<file path="config.mk">
export PLATFORM = sky130hd
export DESIGN_NAME = usbf_ep_tx_sched
export DESIGN_NICKNAME = d
export VERILOG_FILES = /design/src/rtl/usbf_ep_pkg.sv /design/src/rtl/usbf_ep_toggle.sv /design/src/rtl/usbf_ep_tx_sched.sv
export SDC_FILE = /design/constraint.sdc
export NUM_CORES = 1
export LEC_CHECK = 0
export BUFFER_PORTS_ARGS = -buffer_cell sky130_fd_sc_hd__buf_2
export CORE_ASPECT_RATIO = 1.25
export CORE_UTILIZATION = 45
export DETAILED_ROUTE_END_ITERATION = 12
export PLACE_DENSITY_LB_ADDON = 0.12
export REMOVE_ABC_BUFFERS = 1
export SLEW_MARGIN = 5
export SYNTH_ARGS = -nofsm -noshare
export SYNTH_HDL_FRONTEND = slang
export SYNTH_SLANG_ARGS = --single-unit
</file>
<file path="constraint.sdc">
create_clock -name clk_i -period 2.6 [get_ports clk_i]
set_clock_uncertainty 0.05 [all_clocks]
set_input_delay 0.13 -clock clk_i [delete_from_list [all_inputs] [get_ports clk_i]]
set_output_delay 0.13 -clock clk_i [all_outputs]
set_load 0.05 [all_outputs]
</file>
<file path="src/rtl/usbf_ep_pkg.sv">
// rtl/usbf_ep_pkg.sv - shared constants for the USB IN-endpoint transmit scheduler
// Contents: FSM state encodings (3-bit), default maximum packet size, PID select values.
package usbf_ep_pkg;

  localparam logic [2:0] ST_IDLE    = 3'd0;
  localparam logic [2:0] ST_RESP    = 3'd1;
  localparam logic [2:0] ST_START   = 3'd2;
  localparam logic [2:0] ST_STREAM  = 3'd3;
  localparam logic [2:0] ST_DONE    = 3'd4;
  localparam logic [2:0] ST_WAIT_HS = 3'd5;

  localparam int MAX_PKT_DEF = 64;

  localparam logic PID_DATA0 = 1'b0;
  localparam logic PID_DATA1 = 1'b1;

endpackage

</file>
<file path="src/rtl/usbf_ep_toggle.sv">
// rtl/usbf_ep_toggle.sv - per-endpoint DATA0/DATA1 toggle and zero-length-packet pending bits
// Ports: clk_i/rst_i (async active-low) clock and reset; flip_i flips toggle of ep_i;
//        clr_i per-endpoint force to DATA0 (wins over flip, also drops zlp_pend);
//        zlp_set_i/zlp_clr_i set/clear zlp_pend of ep_i; toggle_o, zlp_pend_o state.
// Optional macro USBF_TX_ZLP_EN: when undefined there is no zlp_pend storage.
module usbf_ep_toggle
  import usbf_ep_pkg::*;
#(
  parameter int EP_NUM = 4,
  parameter int EP_W   = 2
) (
  input  logic              clk_i,
  input  logic              rst_i,
  input  logic              flip_i,
  input  logic [EP_W-1:0]   ep_i,
  input  logic [EP_NUM-1:0] clr_i,
  input  logic              zlp_set_i,
  input  logic              zlp_clr_i,
  output logic [EP_NUM-1:0] toggle_o,
  output logic [EP_NUM-1:0] zlp_pend_o
);

  logic [EP_NUM-1:0] toggle_q;

  always_ff @(posedge clk_i or negedge rst_i) begin
    if (!rst_i) begin
      toggle_q <= {EP_NUM{PID_DATA0}};
    end else begin
      for (int i = 0; i < EP_NUM; i++) begin
        if (clr_i[i])
          toggle_q[i] <= PID_DATA0;
        else if (flip_i && (ep_i == EP_W'(i)))
          toggle_q[i] <= ~toggle_q[i];
      end
    end
  end

  assign toggle_o = toggle_q;

`ifdef USBF_TX_ZLP_EN
  logic [EP_NUM-1:0] zlp_q;

  always_ff @(posedge clk_i or negedge rst_i) begin
    if (!rst_i) begin
      zlp_q <= '0;
    end else begin
      for (int i = 0; i < EP_NUM; i++) begin
        if (clr_i[i] || (zlp_clr_i && (ep_i == EP_W'(i))))
          zlp_q[i] <= 1'b0;
        else if (zlp_set_i && (ep_i == EP_W'(i)))
          zlp_q[i] <= 1'b1;
      end
    end
  end

  assign zlp_pend_o = zlp_q;
`else
  logic zlp_unused;
  assign zlp_unused = zlp_set_i ^ zlp_clr_i;
  assign zlp_pend_o = '0;
`endif

endmodule

</file>
<file path="src/rtl/usbf_ep_tx_sched.sv">
// rtl/usbf_ep_tx_sched.sv - token-directed IN-transfer scheduler between endpoint TX FIFOs and the SIE
// Ports: clk_i/rst_i (async active-low); token_valid_i/token_ep_i IN token; ep_stall_i halt;
//        toggle_clr_i force DATA0; fifo_empty_i/fifo_data_i/fifo_pop_o FIFO heads;
//        tx_valid_o/tx_data_o/tx_accept_i payload handshake; tx_start_o/tx_data1_o/tx_end_o
//        packet framing; tx_nak_o/tx_stall_o handshake requests; rx_ack_i/rx_timeout_i host
//        handshake result; busy_o scheduler active.
// Optional macro USBF_TX_ZLP_EN: send a zero-length packet after a full packet drains the FIFO.
module usbf_ep_tx_sched
  import usbf_ep_pkg::*;
#(
  parameter int EP_NUM  = 4,
  parameter int EP_W    = 2,
  parameter int MAX_PKT = MAX_PKT_DEF,
  parameter int CNT_W   = 7
) (
  input  logic                clk_i,
  input  logic                rst_i,
  input  logic                token_valid_i,
  input  logic [EP_W-1:0]     token_ep_i,
  input  logic [EP_NUM-1:0]   ep_stall_i,
  input  logic [EP_NUM-1:0]   toggle_clr_i,
  input  logic [EP_NUM-1:0]   fifo_empty_i,
  input  logic [8*EP_NUM-1:0] fifo_data_i,
  output logic [EP_NUM-1:0]   fifo_pop_o,
  output logic                tx_valid_o,
  output logic [7:0]          tx_data_o,
  input  logic                tx_accept_i,
  output logic                tx_start_o,
  output logic                tx_data1_o,
  output logic                tx_end_o,
  output logic                tx_nak_o,
  output logic                tx_stall_o,
  input  logic                rx_ack_i,
  input  logic                rx_timeout_i,
  output logic                busy_o
);

  logic [2:0]        state;
  logic [EP_W-1:0]   ep_q;
  logic [CNT_W-1:0]  byte_cnt;
  logic              pid_q;
  logic              nak_q;
  logic              stall_q;
  logic              zlp_q;    // packet in flight is a zero-length packet
  logic              full_q;   // packet in flight ended full with its FIFO drained
  logic [EP_NUM-1:0] toggle;
  logic [EP_NUM-1:0] zlp_pend;

  logic in_stream;
  logic ep_empty;
  logic ep_stall;
  logic pop;
  logic full_cond;
  logic flip;
  logic zlp_set;
  logic zlp_clr;

  assign in_stream = (state == ST_STREAM);
  assign ep_empty  = fifo_empty_i[ep_q];
  assign ep_stall  = ep_stall_i[ep_q];

  assign tx_valid_o = in_stream & ~ep_empty & (byte_cnt < CNT_W'(MAX_PKT));
  assign tx_data_o  = in_stream ? fifo_data_i[{ep_q, 3'b000} +: 8] : 8'h00;
  assign pop        = tx_valid_o & tx_accept_i;
  assign fifo_pop_o = pop ? (EP_NUM'(1) << ep_q) : '0;

  assign tx_start_o = (state == ST_START);
  assign tx_end_o   = (state == ST_DONE);
  assign tx_data1_o = ((state == ST_START) || in_stream || (state == ST_DONE)) ? pid_q : 1'b0;
  assign tx_nak_o   = nak_q;
  assign tx_stall_o = stall_q;
  assign busy_o     = (state != ST_IDLE);

  assign full_cond = (byte_cnt == CNT_W'(MAX_PKT)) & ep_empty;
  assign flip      = (state == ST_WAIT_HS) & rx_ack_i;
  assign zlp_set   = (state == ST_DONE) & full_cond;
  // An ACK clears a stale pending ZLP, but not the one the acknowledged packet itself requested.
  assign zlp_clr   = ((state == ST_DONE) & zlp_q) | (flip & ~full_q);

  always_ff @(posedge clk_i or negedge rst_i) begin
    if (!rst_i) begin
      state    <= ST_IDLE;
      ep_q     <= '0;
      byte_cnt <= '0;
      pid_q    <= PID_DATA0;
      nak_q    <= 1'b0;
      stall_q  <= 1'b0;
    end else begin
      nak_q   <= 1'b0;
      stall_q <= 1'b0;
      case (state)
        ST_IDLE: begin
          if (token_valid_i) begin
            ep_q  <= token_ep_i;
            state <= ST_RESP;
          end
        end
        ST_RESP: begin
          if (ep_stall) begin
            stall_q <= 1'b1;
            state   <= ST_IDLE;
          end else if (ep_empty && !zlp_pend[ep_q]) begin
            nak_q <= 1'b1;
            state <= ST_IDLE;
          end else begin
            pid_q <= toggle[ep_q];
            state <= ST_START;
          end
        end
        ST_START: begin
          byte_cnt <= '0;
          if (rx_timeout_i)
            state <= ST_IDLE;
          else
            state <= zlp_q ? ST_DONE : ST_STREAM;
        end
        ST_STREAM: begin
          if (rx_timeout_i)
            state <= ST_IDLE;
          else if (!tx_valid_o)
            state <= ST_DONE;
          else if (pop)
            byte_cnt <= byte_cnt + CNT_W'(1);
        end
        ST_DONE: begin
          state <= ST_WAIT_HS;
        end
        ST_WAIT_HS: begin
          if (rx_ack_i || rx_timeout_i)
            state <= ST_IDLE;
        end
        default: begin
          state <= ST_IDLE;
        end
      endcase
    end
  end

`ifdef USBF_TX_ZLP_EN
  always_ff @(posedge clk_i or negedge rst_i) begin
    if (!rst_i) begin
      zlp_q  <= 1'b0;
      full_q <= 1'b0;
    end else begin
      if (state == ST_RESP)
        zlp_q <= ep_empty & zlp_pend[ep_q];
      if (state == ST_DONE)
        full_q <= full_cond;
    end
  end
`else
  assign zlp_q  = 1'b0;
  assign full_q = 1'b0;
`endif

  usbf_ep_toggle #(
    .EP_NUM (EP_NUM),
    .EP_W   (EP_W)
  ) u_toggle (
    .clk_i      (clk_i),
    .rst_i      (rst_i),
    .flip_i     (flip),
    .ep_i       (ep_q),
    .clr_i      (toggle_clr_i),
    .zlp_set_i  (zlp_set),
    .zlp_clr_i  (zlp_clr),
    .toggle_o   (toggle),
    .zlp_pend_o (zlp_pend)
  );

endmodule

</file>
=== Word level (Yosys, flattened, before mapping) ===
Cells that the tools add are included.

* Register bits after elaboration: 19
* Input port bits: 52
* Output and inout bits: 19
* Logic and storage cells: 97

* Add/subtract/negate cells: 1
* Magnitude comparators: 2
* Eq/ne operators: 14
* Shift-type cells: 2
* Mux-type cells: 36
* Bitwise gates (word level): 11
* Reductions and logical operators: 21

{| class="wikitable"
|+ Operator list
! cell !! count
|-
| indexed part select 32 x 6 -> 8 bit || 1
|-
| two-way mux 7 bit || 3
|-
| two-way mux 1 bit || 18
|-
| case mux 3 bit (6 select lines) || 1
|-
| case mux 7 bit (2 select lines) || 1
|-
| two-way mux 3 bit || 4
|-
| nonzero test 2 bit || 5
|-
| binary-select mux 1 bit (select 2 bit) || 4
|-
| two-way mux 8 bit || 1
|-
| adder 7 x 1 -> 7 bit (second input constant) || 1
|-
| < comparator 7 bit (second input constant) || 1
|-
| inverter 1 bit || 7
|-
| == test 3 x 2 -> 1 bit (second input constant) || 2
|-
| == test 3 bit (second input constant) || 2
|-
| two-way mux 2 bit || 3
|-
| != test 2 bit (second input constant) || 3
|-
| AND reduction 3 bit || 2
|-
| logical AND 1 bit || 5
|-
| AND 1 bit || 4
|-
| == test 2 bit (second input constant) || 2
|-
| two-way mux 4 bit || 1
|-
| != test 2 x 1 -> 1 bit (second input constant) || 2
|-
| AND reduction 4 bit || 1
|-
| left shift 1 x 2 -> 4 bit (first input constant) || 1
|-
| other kinds (10) || 12
|}

=== Logic depth before layout (Yosys ltp) ===
* Depth in word-level cells: 10
* Depth in mapped cells: 6
* Gate-level depth less buffers: 5

=== Cells and area by module ===
From an unflattened synthesis, not the netlist that was laid out.

* Cells, all modules: 146
* Area, all modules: 1487.7 µm²

{| class="wikitable"
|+ Modules (own cells, without submodules)
! module !! times used !! cells each !! area an instance (µm²) !! seq. area each (µm²)
|-
| usbf_ep_tx_sched || 1 || 121 || 1228.7 || 375.4
|-
| usbf_ep_toggle || 1 || 25 || 259.0 || 100.1
|}

=== Least setup slack after synthesis ===
No wires, ideal clock.

* Path type: register to output
* Start point: register state[0]
* End point: output tx_data1_o
* Arrival: 2.552 ns
* Data required time: 2.420 ns
* Path slack: -0.132 ns
* Cell stages (with the launch flop): 5
* Path buffers: 2
* Cell sequence: dfrtp_1 -> clkbuf_1 -> clkbuf_1 -> nor3b_1 -> o21a_1

* Elaborated cells between the ends (all ways): 6
* Those cells by class: eq/ne: 3; mux: 1; reduce/logical: 2

{| class="wikitable"
|+ RTL lines
! item !! RTL line !! source
|-
| start: declaration || usbf_ep_tx_sched.sv:38 || <nowiki>logic [2:0] state;</nowiki>
|-
| start signal: assignment || usbf_ep_tx_sched.sv:115 || <nowiki>state <= zlp_q ? ST_DONE : ST_STREAM;</nowiki>
|-
| == test 3 bit || n/a ||
|-
| net tx_end_o || usbf_ep_tx_sched.sv:30 || <nowiki>output logic tx_end_o,</nowiki>
|-
| logical OR 1 bit || usbf_ep_tx_sched.sv:69 || <nowiki>assign tx_data1_o = ((state == ST_START) || in_stream || (state == ST_DONE)) ? pid_q : 1'b0;</nowiki>
|-
| two-way mux 1 bit || usbf_ep_tx_sched.sv:69 ||
|-
| end: declaration || usbf_ep_tx_sched.sv:29 || <nowiki>output logic tx_data1_o,</nowiki>
|}

The timed path passes the listed nets, and every way through them passes these cells.

=== Final worst setup path ===
* Start point: register ep_q[0]
* End point: output fifo_pop_o[0]

* Word-level cells in the longest chain between the ends: 7
* Elaborated cells between the ends (all ways): 8
* Those cells by class: shift: 1; mux: 3; bitwise: 4

{| class="wikitable"
|+ RTL lines
! item !! RTL line !! source
|-
| start: declaration || usbf_ep_tx_sched.sv:39 || <nowiki>logic [EP_W-1:0] ep_q;</nowiki>
|-
| start signal: assignment || usbf_ep_tx_sched.sv:94 || <nowiki>ep_q <= token_ep_i;</nowiki>
|-
| binary-select mux 1 bit (select 2 bit) || usbf_ep_tx_sched.sv:59 || <nowiki>assign ep_empty = fifo_empty_i[ep_q];</nowiki>
|-
| two-way mux 1 bit (implied by the code) || usbf_ep_tx_sched.sv:59 ||
|-
| inverter 1 bit || usbf_ep_tx_sched.sv:62 || <nowiki>assign tx_valid_o = in_stream & ~ep_empty & (byte_cnt < CNT_W'(MAX_PKT));</nowiki>
|-
| AND 1 bit (2 in a row) || usbf_ep_tx_sched.sv:62 ||
|-
| AND 1 bit || usbf_ep_tx_sched.sv:64 || <nowiki>assign pop = tx_valid_o & tx_accept_i;</nowiki>
|-
| two-way mux 4 bit (*) || usbf_ep_tx_sched.sv:65 || <nowiki>assign fifo_pop_o = pop ? (EP_NUM'(1) << ep_q) : '0;</nowiki>
|-
| end: declaration || usbf_ep_tx_sched.sv:24 || <nowiki>output logic [EP_NUM-1:0] fifo_pop_o,</nowiki>
|}

Mark *: on every way between the ends. The rest lies on a longest branch, timed or not. The select of a mux whose other input is x is not followed.

==> results.sh <==
export IMPL_power_mw=1.80
export IMPL_cts_made_buffers=3
export IMPL_finish_utilization_pct=64.8
export IMPL_crit_fanout=9
export IMPL_yosysSeqAreaShare_pct=32.2
export IMPL_avgSynthCellArea_um2=9.92
export IMPL_critical_path_startpoint_type="register"
export IMPL_hpwl_mm=3.03
export IMPL_use_met1_pct=28.8
export IMPL_grt_pass1_wl_mm=6.42
export IMPL_via_count=1516
export IMPL_drv_slew=0
export IMPL_die_area_um2=3520
export IMPL_clock_latency_ps=300
export IMPL_status="completed"
export IMPL_io_buffers=70
export IMPL_cts_resized=0
export IMPL_drtIter0Drc=24
export IMPL_drc_errors=0
export IMPL_cp_arrival_ps=2330
export IMPL_synth_top_family_by_area="simple AND/OR/NAND/NOR gates"
export IMPL_min_period_ps=2510
export IMPL_preCtsSetupSlack_ps=437
export IMPL_multi_input_area_um2=950
export IMPL_final_setup_worst_slack_ps=86.1
export IMPL_max_cap_violations=0
export IMPL_io_pins=71
export IMPL_wl_per_cell_um=14.8
export IMPL_fin_area_um2=1960
export IMPL_critPathCaptureType="primary output"
export IMPL_cellPowerDensity_nw_per_um2=916
export IMPL_avgViaCountPerCell=5.81
export IMPL_setup_viol=0
export IMPL_drt_first_pass_iters=4
export IMPL_insertedDiodeCount=0
export IMPL_nFillCells=277
export IMPL_syn_to_final_growth_pct=32.9
export IMPL_drive_above_1_share_pct=42.2
export IMPL_drt_total_wl_mm=3.87
export IMPL_detail_route_antenna_nets=0
export IMPL_rows=22
export IMPL_synth_cells=149
export IMPL_total_leakage_power_nw=0.984
export IMPL_synth_compound_area_share_pct=11.9
export IMPL_dpl_cell_area_um2=1870
export IMPL_regArea_um2=475
export IMPL_hp_class="in2reg"
export IMPL_cts_path_max_buffers=2
export IMPL_clock_tree_root_cell="clkbuf_4"
export IMPL_yosys_area_share_simple_pct=27.5
export IMPL_synthXorXnorAreaFrac_pct=0.593
export IMPL_timing_slew_headroom_pct=58.5
export IMPL_tritoncts="done"
export IMPL_h_tree_depth=1
export IMPL_synthMuxAreaShare_pct=23.5
export IMPL_synth_edf_count=0
export IMPL_finalCritPeriodShare_pct=96.7
export IMPL_clk_pin_slew_ps=120
export IMPL_ys_types=45
export IMPL_fmax_mhz=398
export IMPL_final_cells=261
export IMPL_core_area_um2=3030
export IMPL_syn_area_um2=1480
export IMPL_track_usage_pct=24.6
export IMPL_place_gp_congestion=0.865
export IMPL_finalHoldViolCount=0
export IMPL_ys_async_sr_fraction_pct=100
export IMPL_grt_max_degree=21
export IMPL_grt_remaining_overflow=0
export IMPL_synth_seq_cells=19
export IMPL_fp_dieH_um=66.1
export IMPL_cp_required_ps=2420
export IMPL_placed_cells=250
export IMPL_use_met2_pct=45.3
export IMPL_clkSinkCount=19
export IMPL_use_met3_pct=4.14
export IMPL_antenna_found_initial=0
export IMPL_gr_max_usage_layer="met2"
export IMPL_worstSetupPathType="reg2out"
export IMPL_die_x_um=53.3
export IMPL_grt_pass1_vias=1471
export IMPL_yosys_warnings=0
export IMPL_nNetsFinal=279
export IMPL_tightest_slew_ps=620
export IMPL_synth_fa_ha_area_share_pct=0.847
export IMPL_rsz0062_at_grt="false"
export IMPL_synth_main_ff_cell="dfrtp_1"
export IMPL_ir_drop_uv=550
export IMPL_start_util_pct=48.8
==> layout by cell type (no fill, tap or decap), types with 2 or more instances in the layout <==
cell           count
nor2_1             8
or3_1              4
or2_2              2
nand2_1           16
mux2i_1            2
o21ai_0            8
inv_1              2
buf_2             70
nor3_1             5
mux4_2             5
nor3b_1            2
nand3_1            4
mux4_1             5
nand4b_1           2
mux2_2             6
a21oi_1            4
dlygate4sd3_1      7
clkbuf_4           3
o211ai_1           3
buf_4              5
and3_1             9
dfrtp_1           19
nand2b_1           4
nand3b_1           5
nor2b_1            3
==> worst max-delay path: stages, from the launching register on <==
cell and delay (ps):
dfrtp_1 400, buf_4 220, mux2_2 400, o32a_4 230, or2_2 330, nor3_1 150, buf_2 290
==> synth_stat cells (3+ instances only) <==
library cell  count  area (µm²)
dfrtp_1          19         475
nand2_1          16        60.1
and3_1            9        56.3
nor2_1            8        30.0
o21ai_0           8        40.0
clkbuf_1          7        26.3
mux2_2            6        67.6
mux4_1            5         131
mux4_2            5         113
nand3b_1          5        37.5
nor3_1            5        25.0
a21oi_1           4        20.0
nand2b_1          4        25.0
nand3_1           4        20.0
or3_1             4        25.0
nor2b_1           3        18.8
o211ai_1          3        22.5
==> metrics by stage <==
stage	TNS, ps	hold slack [ps]
2_1_floorplan	-518	-216
3_3_place_gp	0	41.0
3_5_place_dp	0	51.1
4_1_cts	0	47.1
5_1_grt	0	72.9
6_report	0	58.5
==> cell families (layout without fill, tap and decap cells) <==
logic type | count (synthesis) | count (layout)
AND/OR/NAND/NOR | 72 | 72
AO/OA/AOI/OAI | 25 | 25
multiplexers | 19 | 19
flip-flops | 19 | 19
buffers and inverters | 12 | 88
adder cells (fa/ha/maj) | 1 | 1
XOR/XNOR | 1 | 1
==> power breakdown <==
part	internal (mW)	switching (mW)	total, mW	leakage [nW]
logic	0.498	0.660	1.16	0.730
registers	0.377	0.102	0.479	0.237
clock network	0.0574	0.104	0.162	0.0177
total	0.933	0.866	1.80	0.984
==> sequential cells by signal (all words and copies together), names as in the netlist <==
| name | count |
|---|---|
| ep_q | 2 |
| tx_stall_o | 1 |
| u_toggle.toggle_o | 4 |
| state | 3 |
| byte_cnt | 7 |
| tx_nak_o | 1 |
| pid_q | 1 |
==> what timing repair did <==
action	CTS	global route
hold buffers	7	0
buffers inserted	0	0
endpoints found under the hold margin	25	0
setup endpoints to repair	0	0
==> layout make-up <==
type | count | share of cell area, %
Clock buffer | 3 | 1.15
Clock inverter | 1 | 0.255
Inverter | 2 | 0.382
Multi-Input combinational cell | 118 | 48.4
Sequential cell | 19 | 24.2
Tap cell | 36 | 2.29
Timing Repair Buffer | 82 | 23.3
==> path summary, 6_finish.rpt <==
kind                       slack [ps]       endpoint         start  depth (start not counted)
setup reg to reg                  470    byte_cnt[4]       ep_q[0]                          5
max in group asynchronous        1970    byte_cnt[4]         rst_i                          2
min in group asynchronous         230    byte_cnt[0]         rst_i                          2
setup / recovery                   90  fifo_pop_o[0]       ep_q[0]                          6
hold / removal                     60       state[2]  rx_timeout_i                          2
hold reg to reg                   480          pid_q         pid_q                          1
==> metal layers <==
metal	share of wire [%]	up-vias
li1	-	721
met1	38	745
met2	57	46
met3	4.1	4
met4	0.98	0
met5	0	-
(Power assumes the default switching activity.)
